[src/rtl/dmem_arbiter.sv]
// Round-robin sharer of the single-port data memory between the MEM stage (port 0)
// and the debug/loader port (port 1). Define DMEM_ADDR_CHECK_EN to reject illegal addresses.
module dmem_arbiter #(
    parameter int WAIT_CYCLES = 1,
    parameter int MEM_BASE    = 1024,
    parameter int MEM_WORDS   = 16
) (
    input  logic        clk,
    input  logic        rst,
    input  logic        cpu_r_en,
    input  logic        cpu_w_en,
    input  logic [31:0] cpu_address,
    input  logic [31:0] cpu_dataIn,
    output logic [31:0] cpu_dataOut,
    output logic        cpu_ready,
    input  logic        dbg_r_en,
    input  logic        dbg_w_en,
    input  logic [31:0] dbg_address,
    input  logic [31:0] dbg_dataIn,
    output logic [31:0] dbg_dataOut,
    output logic        dbg_ready,
    output logic        mem_r_en,
    output logic        mem_w_en,
    output logic [31:0] mem_address,
    output logic [31:0] mem_dataIn,
    input  logic [31:0] mem_dataOut,
    output logic        busy,
    output logic        addr_err
);
    localparam logic [1:0]  IDLE       = 2'd0;
    localparam logic [1:0]  ACCESS     = 2'd1;
    localparam logic [1:0]  DONE       = 2'd2;
    localparam logic [31:0] ADDR_LO    = 32'(MEM_BASE);
    localparam logic [31:0] ADDR_HI    = 32'(MEM_BASE + 4 * MEM_WORDS - 4);
    localparam logic [7:0]  COUNT_INIT = 8'(WAIT_CYCLES - 1);

    logic [1:0]  state_reg;
    logic [7:0]  count_reg;
    logic        last_grant_reg;
    logic        grant_reg;
    logic        write_reg;
    logic        err_reg;
    logic [31:0] addr_reg;
    logic [31:0] wdata_reg;

    logic [1:0]       req;
    logic [1:0]       wr;
    logic [1:0]       ready;
    logic [1:0][31:0] addr_in;
    logic [1:0][31:0] data_in;
    logic [1:0][31:0] dout;

    assign req     = {dbg_r_en | dbg_w_en, cpu_r_en | cpu_w_en};
    assign wr      = {dbg_w_en, cpu_w_en};
    assign addr_in = {dbg_address, cpu_address};
    assign data_in = {dbg_dataIn, cpu_dataIn};

    // Tie goes to the port that did not win last time.
    logic        grant_id;
    logic [31:0] sel_addr;
    logic        addr_legal;
    logic        addr_ok;

    assign grant_id   = (&req) ? ~last_grant_reg : req[1];
    assign sel_addr   = addr_in[grant_id];
    assign addr_legal = (sel_addr >= ADDR_LO) && (sel_addr <= ADDR_HI) && (sel_addr[1:0] == 2'b00);

`ifdef DMEM_ADDR_CHECK_EN
    assign addr_ok = addr_legal;
`else
    logic unused_addr_legal;
    assign unused_addr_legal = addr_legal;
    assign addr_ok = 1'b1;
`endif

    logic in_access;
    logic last_access;

    assign in_access   = (state_reg == ACCESS);
    assign last_access = in_access && (count_reg == 8'd0);

    always_ff @(posedge clk) begin
        if (rst) begin
            state_reg      <= IDLE;
            count_reg      <= '0;
            last_grant_reg <= 1'b1;
            grant_reg      <= 1'b0;
            write_reg      <= 1'b0;
            err_reg        <= 1'b0;
            addr_reg       <= '0;
            wdata_reg      <= '0;
        end else begin
            case (state_reg)
                IDLE: begin
                    if (|req) begin
                        grant_reg      <= grant_id;
                        last_grant_reg <= grant_id;
                        write_reg      <= wr[grant_id];
                        addr_reg       <= sel_addr;
                        wdata_reg      <= data_in[grant_id];
                        count_reg      <= COUNT_INIT;
                        err_reg        <= ~addr_ok;
                        state_reg      <= addr_ok ? ACCESS : DONE;
                    end
                end
                ACCESS: begin
                    if (count_reg == 8'd0) begin
                        state_reg <= DONE;
                    end else begin
                        count_reg <= count_reg - 8'd1;
                    end
                end
                DONE: begin
                    err_reg   <= 1'b0;
                    state_reg <= IDLE;
                end
                default: state_reg <= IDLE;
            endcase
        end
    end

    generate
        for (genvar gi = 0; gi < 2; gi++) begin : g_port
            logic [31:0] dout_reg;
            always_ff @(posedge clk) begin
                if (rst) begin
                    dout_reg <= '0;
                end else if (last_access && !write_reg && (grant_reg == 1'(gi))) begin
                    dout_reg <= mem_dataOut;
                end
            end
            assign dout[gi]  = dout_reg;
            assign ready[gi] = (state_reg == DONE) && (grant_reg == 1'(gi));
        end
    endgenerate

    assign cpu_dataOut = dout[0];
    assign dbg_dataOut = dout[1];
    assign cpu_ready   = ready[0];
    assign dbg_ready   = ready[1];

    // A write landing on a reset cycle is dropped: the memory is being reset too.
    assign mem_r_en    = in_access && !write_reg;
    assign mem_w_en    = last_access && write_reg && !rst;
    assign mem_address = in_access ? addr_reg : '0;
    assign mem_dataIn  = in_access ? wdata_reg : '0;

    assign busy     = (state_reg != IDLE);
    assign addr_err = (state_reg == DONE) && err_reg;
endmodule
[config.mk]
export PLATFORM = sky130hd
export DESIGN_NAME = dmem_arbiter
export DESIGN_NICKNAME = d
export VERILOG_FILES = /design/src/rtl/dmem_arbiter.sv
export SDC_FILE = /design/constraint.sdc
export NUM_CORES = 1
export LEC_CHECK = 0
export BUFFER_PORTS_ARGS = -buffer_cell sky130_fd_sc_hd__clkbuf_2
export CAP_MARGIN = 20
export CORE_AREA = 4 4 164 166
export CTS_BUF_LIST = sky130_fd_sc_hd__clkbuf_8
export DETAILED_ROUTE_END_ITERATION = 12
export DIE_AREA = 0 0 168 170
export GPL_TIMING_DRIVEN = 0
export PLACE_DENSITY = 0.49
export SLEW_MARGIN = 20
export SYNTH_ARGS = -nofsm -noshare
export SYNTH_HDL_FRONTEND = slang
export SYNTH_SLANG_ARGS = --single-unit
[constraint.sdc]
create_clock -name clk -period 2.1 [get_ports clk]
set_clock_uncertainty 0.05 [all_clocks]
set_input_delay 0.21 -clock clk [delete_from_list [all_inputs] [get_ports clk]]
set_output_delay 0.21 -clock clk [all_outputs]
set_load 0.05 [all_outputs]
# Word level (Yosys, flattened, before mapping)
# Cells that the tools add are included.
[totals] ff_bits=142 word_cells=61 output_inout_bits=134 input_bits=166
[classes] order_cmp=1 reduce_logical=23 bitwise=4 addsub=1 muxes=17 n_eq_ne=5
[ops] cell="2-to-1 mux 32 bit" count=6
[ops] cell="2-to-1 mux 8 bit" count=2
[ops] cell="one-hot mux 8 bit (2 select lines)" count=1
[ops] cell="logical AND 1 bit" count=10
[ops] cell="zero test 8 bit" count=1
[ops] cell="AND reduction 2 bit" count=4
[ops] cell="subtractor 8 x 1 -> 8 bit (second input constant)" count=1
[ops] cell="nonzero test 2 bit" count=3
[ops] cell="2-to-1 mux 1 bit" count=4
[ops] cell="2-to-1 mux 2 bit" count=2
[ops] cell="!= test 2 bit (second input constant)" count=2
[ops] cell="one-hot mux 2 bit (2 select lines)" count=1
[ops] cell="AND reduction 3 bit" count=1
[ops] cell="== test 2 x 1 -> 1 bit (second input constant)" count=1
[ops] cell="== test 2 bit (second input constant)" count=1
[ops] cell="zero test 1 bit" count=2
[ops] cell="zero test 2 bit" count=1
[ops] cell="less-than comparator 1 x 2 -> 1 bit (second input constant)" count=1
[ops] cell="!= test 2 x 1 -> 1 bit (second input constant)" count=1
[ops] cell="inverter 1 bit" count=2
[ops] cell="OR 1 bit" count=2
[ops] cell="one-hot mux 1 bit (2 select lines)" count=1
[ops] cell="OR reduction 2 bit" count=1

# Logic depth before layout (Yosys ltp)
[depth] ltp_word=5 mapped_depth=8 mapped_depth_nobuf=6

# Worst setup path after synthesis
# OpenSTA, ideal clock, no wires.
[synth_path] path_type="register to register" from="reg state_reg[0]" to="reg g_port[1].dout_reg[10], in the netlist dbg_dataOut[10]" setup_time_ns=0.070 required_time_ns=1.980 n_path_buf=2 slack_ns=0.011 path_stages_with_launch=8 period_less_slack_ns=2.089 arrival_time_ns=1.969 path_cell_list="dfxtp_1 > or3b_2 > inv_1 > and4_1 > clkbuf_1 > buf_2 > nand2_1 > a21oi_1"
[synth_via] elab_chain_len=4
[synth_lines] element="start: declaration" line="37" text="logic [1:0] state_reg;"
[synth_lines] element="start signal: assignment" line="103" text="state_reg <= addr_ok ? ACCESS : DONE;"
[synth_lines] element="== test 2 x 1 -> 1 bit" line="79" text="assign in_access = (state_reg == ACCESS);"
[synth_lines] element="logical AND 1 bit" line="80" text="assign last_access = in_access && (count_reg == 8'd0);"
[synth_lines] element="logical AND 1 bit (2 in a row)" line="128" text="end else if (last_access && !write_reg && (grant_reg == 1'(gi))) begin"
[synth_lines] element="end signal: assignment" line="129" text="dout_reg <= mem_dataOut;"
[synth_lines] element="end: declaration" line="124" text="logic [31:0] dout_reg;"
# No other way between the ends.
# A chain may end at the register's enable or synchronous reset.

# Worst setup path in the final report
[layout_path] from="reg count_reg[0]" to="out mem_w_en"
[layout_via] elab_chain_len=4
[layout_lines] element="start: declaration" line="38" text="logic [7:0] count_reg;"
[layout_lines] element="start signal: assignment" line="110" text="count_reg <= count_reg - 8'd1;"
[layout_lines] element="zero test 8 bit" line="80"
[layout_lines] element="logical AND 1 bit" line="80"
[layout_lines] element="logical AND 1 bit (2 in a row)" line="144" text="assign mem_w_en = last_access && write_reg && !rst;"
[layout_lines] element="end: declaration" line="23" text="output logic mem_w_en,"
# No other way between the ends.

==> metrics.md <==
| Metric | Value |
|---|---|
| Crit path launch type | `flop` |
| Final net count | `1447` |
| Largest net degree at the start of global routing | `17` |
| TritonCTS clock tree | `yes` |
| CP Capture Type | `output port` |
| Placed cell areas | `8150 µm²` |
| CP required | `1840 ps` |
| Max-Cap Viols | `0` |
| WL/cell | `16.7 µm` |
| Commonest non-fill, non-tap cell in the layout | `clkbuf_2` |
| Total power | `8.04 mW` |
| Status | `complete, no violations` |
| Share of layout cells above drive strength 1 | `39.5%` |
| CTS sink count | `141` |
| Layout area overhead | `83.3%` |
| Sequential element share of the synthesized area | `45.2%` |
| Routed WL | `27100 µm` |
| Crit path buf inv count | `2` |
| Highest cell delay on the worst timing path | `330 ps` |
| Routed Antenna Nets | `0` |
| Most frequent cells in the layout | `clkbuf_2, nand2_1, dlygate4sd3_1` |
| RePlAce Congestion | `0.798` |
| Number of global-route vias before repair | `7553` |
| F_max | `479 MHz` |
| GR peak layer | `met2` |
| Cells after Synth | `788` |
| Htree depth | `4` |
| Final Slew Violations | `0` |
| Finished Cell Area | `11400 µm²` |
| R2R Setup Slk | `10 ps` |
| Slew headroom | `45.6%` |
| Via/cell ratio | `4.55` |
| DR vias | `7393` |
| Initial Util | `24.4%` |
| Worst-path maximum fanout | `3` |
| Crit Path Category | `flop to output port` |
| Worst hold slack | `145 ps` |
| DR pass1 iterations | `4` |
| Met1 Use GR | `20.6%` |
| Syn Area/Cell | `7.92 µm²` |
| Number of antenna diodes | `0` |
| Die width | `168 µm` |
| Final HPWL DP | `18300 µm` |
| Worst-Skew Late Latency | `440 ps` |
| Cell variety after synth | `38` |
| Clock buffer depth | `2` |
| # port buffers | `297` |
| Clock period minus worst slack | `2090 ps` |
| # IOs | `300` |
| Syn Std Cell Area | `6240 µm²` |
| Post-synthesis register bit count | `141` |
| VDD IR max | `0.375 mV` |
| Num CTS Buffers | `17` |
| M2 GR Usage | `30.6%` |
| Hold Path Class | `input port to flop` |
| Final hold violation count | `0` |
| GRT Total Usage | `17.5%` |
| Critical-path cell list | `inv_2 -> ha_4 -> nor3b_4 -> nand2_2 -> nor3b_2 -> and2_4 -> clkbuf_16` |
| Gr ovfl total | `0` |
| Ys Warns | `0` |
| Clock root buffer | `clkbuf_8` |
| FP Rows | `59` |
| Critical path's slowest cell | `dfxtp_2` |
| Residual DRC | `0` |
| Critical Path AT | `1830 ps` |
| Pleak | `5.03 nW` |
| DIE AREA | `28600 µm²` |
| First-pass GRT wire length | `40100 µm` |
| Pwr dens | `702 nW/µm²` |
| RSZ-0062 raised after global routing | `yes` |
| Final Cycle Share | `99.4%` |
| CP top delay family | `simple AND/OR/NAND/NOR gates` |
| M3 GR Usage | `5.99%` |
| Initial antenna violation count | `0` |
| Worst-path clk slew | `80 ps` |
| Mapped Nets | `956` |
| Initial DRC count | `354` |
| Core Box Area | `25600 µm²` |
| Final setup violating endpoints | `0` |
| Chip Height | `170 µm` |
| Measured slew at the worst slew-check pin | `817 ps` |
cells in the mapped netlist:
cell type	instances	share of area (%)
nand2_1	233	14
dfxtp_1	141	45
nor2_1	67	4.0
and2_1	66	6.6
a311oi_1	64	9.0
clkbuf_1	53	3.2
a21oi_1	44	3.5
a21oi_2	30	4.2
nand2_2	30	3.0
buf_2	7	0.56
inv_1	6	0.36
or4_1	5	0.60
nand3_1	4	0.32
o21ai_0	4	0.32
buf_12	3	0.96
nor3b_1	3	0.36
ha_1	2	0.40
o211ai_1	2	0.24
o31ai_1	2	0.24
or3_1	2	0.20
or3b_2	2	0.28
xor2_1	2	0.28
a311o_1	1	0.16
and3b_1	1	0.14
and4_1	1	0.14
buf_4	1	0.12
buf_6	1	0.18
conb_1	1	0.060
nand2b_1	1	0.10
nand4_1	1	0.10
nor2b_1	1	0.10
nor3_1	1	0.080
nor4_1	1	0.10
nor4_4	1	0.34
o21a_1	1	0.12
o21ai_1	1	0.080
or2_2	1	0.10
or4_4	1	0.18
tightest hold or removal path, stage by stage:
cell and delay, ps:
clkbuf_2 120, a311o_1 200, a21oi_1 70
power by group:
group / switching [mW] / internal [mW]
registers: 0.165 / 2.93
logic: 1.56 / 1.13
clock network: 1.17 / 1.09
per-stage QoR:
| stage | worst slack (ps) | utilization [%] | TNS, ps | cells |
|---|---|---|---|---|
| after floorplan | 10.5 | - | 0 | 788 |
| after global placement | -577 | 31.8 | -36340 | 1420 |
| after detailed placement | -617 | 31.8 | -35480 | 1420 |
| after CTS | -36.8 | 41.9 | -572 | 1618 |
| after global routing | -118 | 44.7 | -1520 | 1625 |
| final | 11.9 | 44.7 | 0 | 1625 |
layer usage:
layer	up-vias	part of all wire, %
met3	46	7.8
li1	3613	-
met1	3439	42
met5	-	0
met2	295	49
met4	0	1.9
repair_timing:
item / CTS / global route
buffers inserted: 8 / 4
endpoints found under the setup margin: 141 / 165
hold buffers: 160 / 0
gates cloned: 2 / 6
pin swaps: 7 / 46
hold endpoints to repair: 128 / 0
gates resized for setup: 148 / 215
logic make-up (layout without fill, tap and decap cells):
logic type      count (synthesis)  count (layout)  share of synthesized area (%)
buf+inv                        71             573                           5.37
compound gates                149             149                           17.9
simple gates                  422             422                           30.8
flops                         141             141                           45.2
other cells                     1               1                         0.0601
fa+ha+maj                       2               2                          0.401
xor+xnor                        2               2                          0.281
worst paths after layout:
kind	from	to	depth (start not counted)
setup / recovery	count_reg[0]	mem_w_en	7
hold / removal	cpu_r_en	write_reg	3
setup reg to reg	count_reg[0]	cpu_dataOut[15]	7
hold reg to reg	dbg_dataOut[24]	dbg_dataOut[24]	2
area by class of cell:
cell class              instances  area [µm²]
clock inverters                12         140
multi-input cells             576        3430
repair buffers                477        3970
inverters                       6        22.5
well taps                     335         419
plain buffers                  60         390
fillers                      2478       14200
flip-flops and latches        141        2830
clock buffers                  18         248
Power figures use the tool's default switching activity.
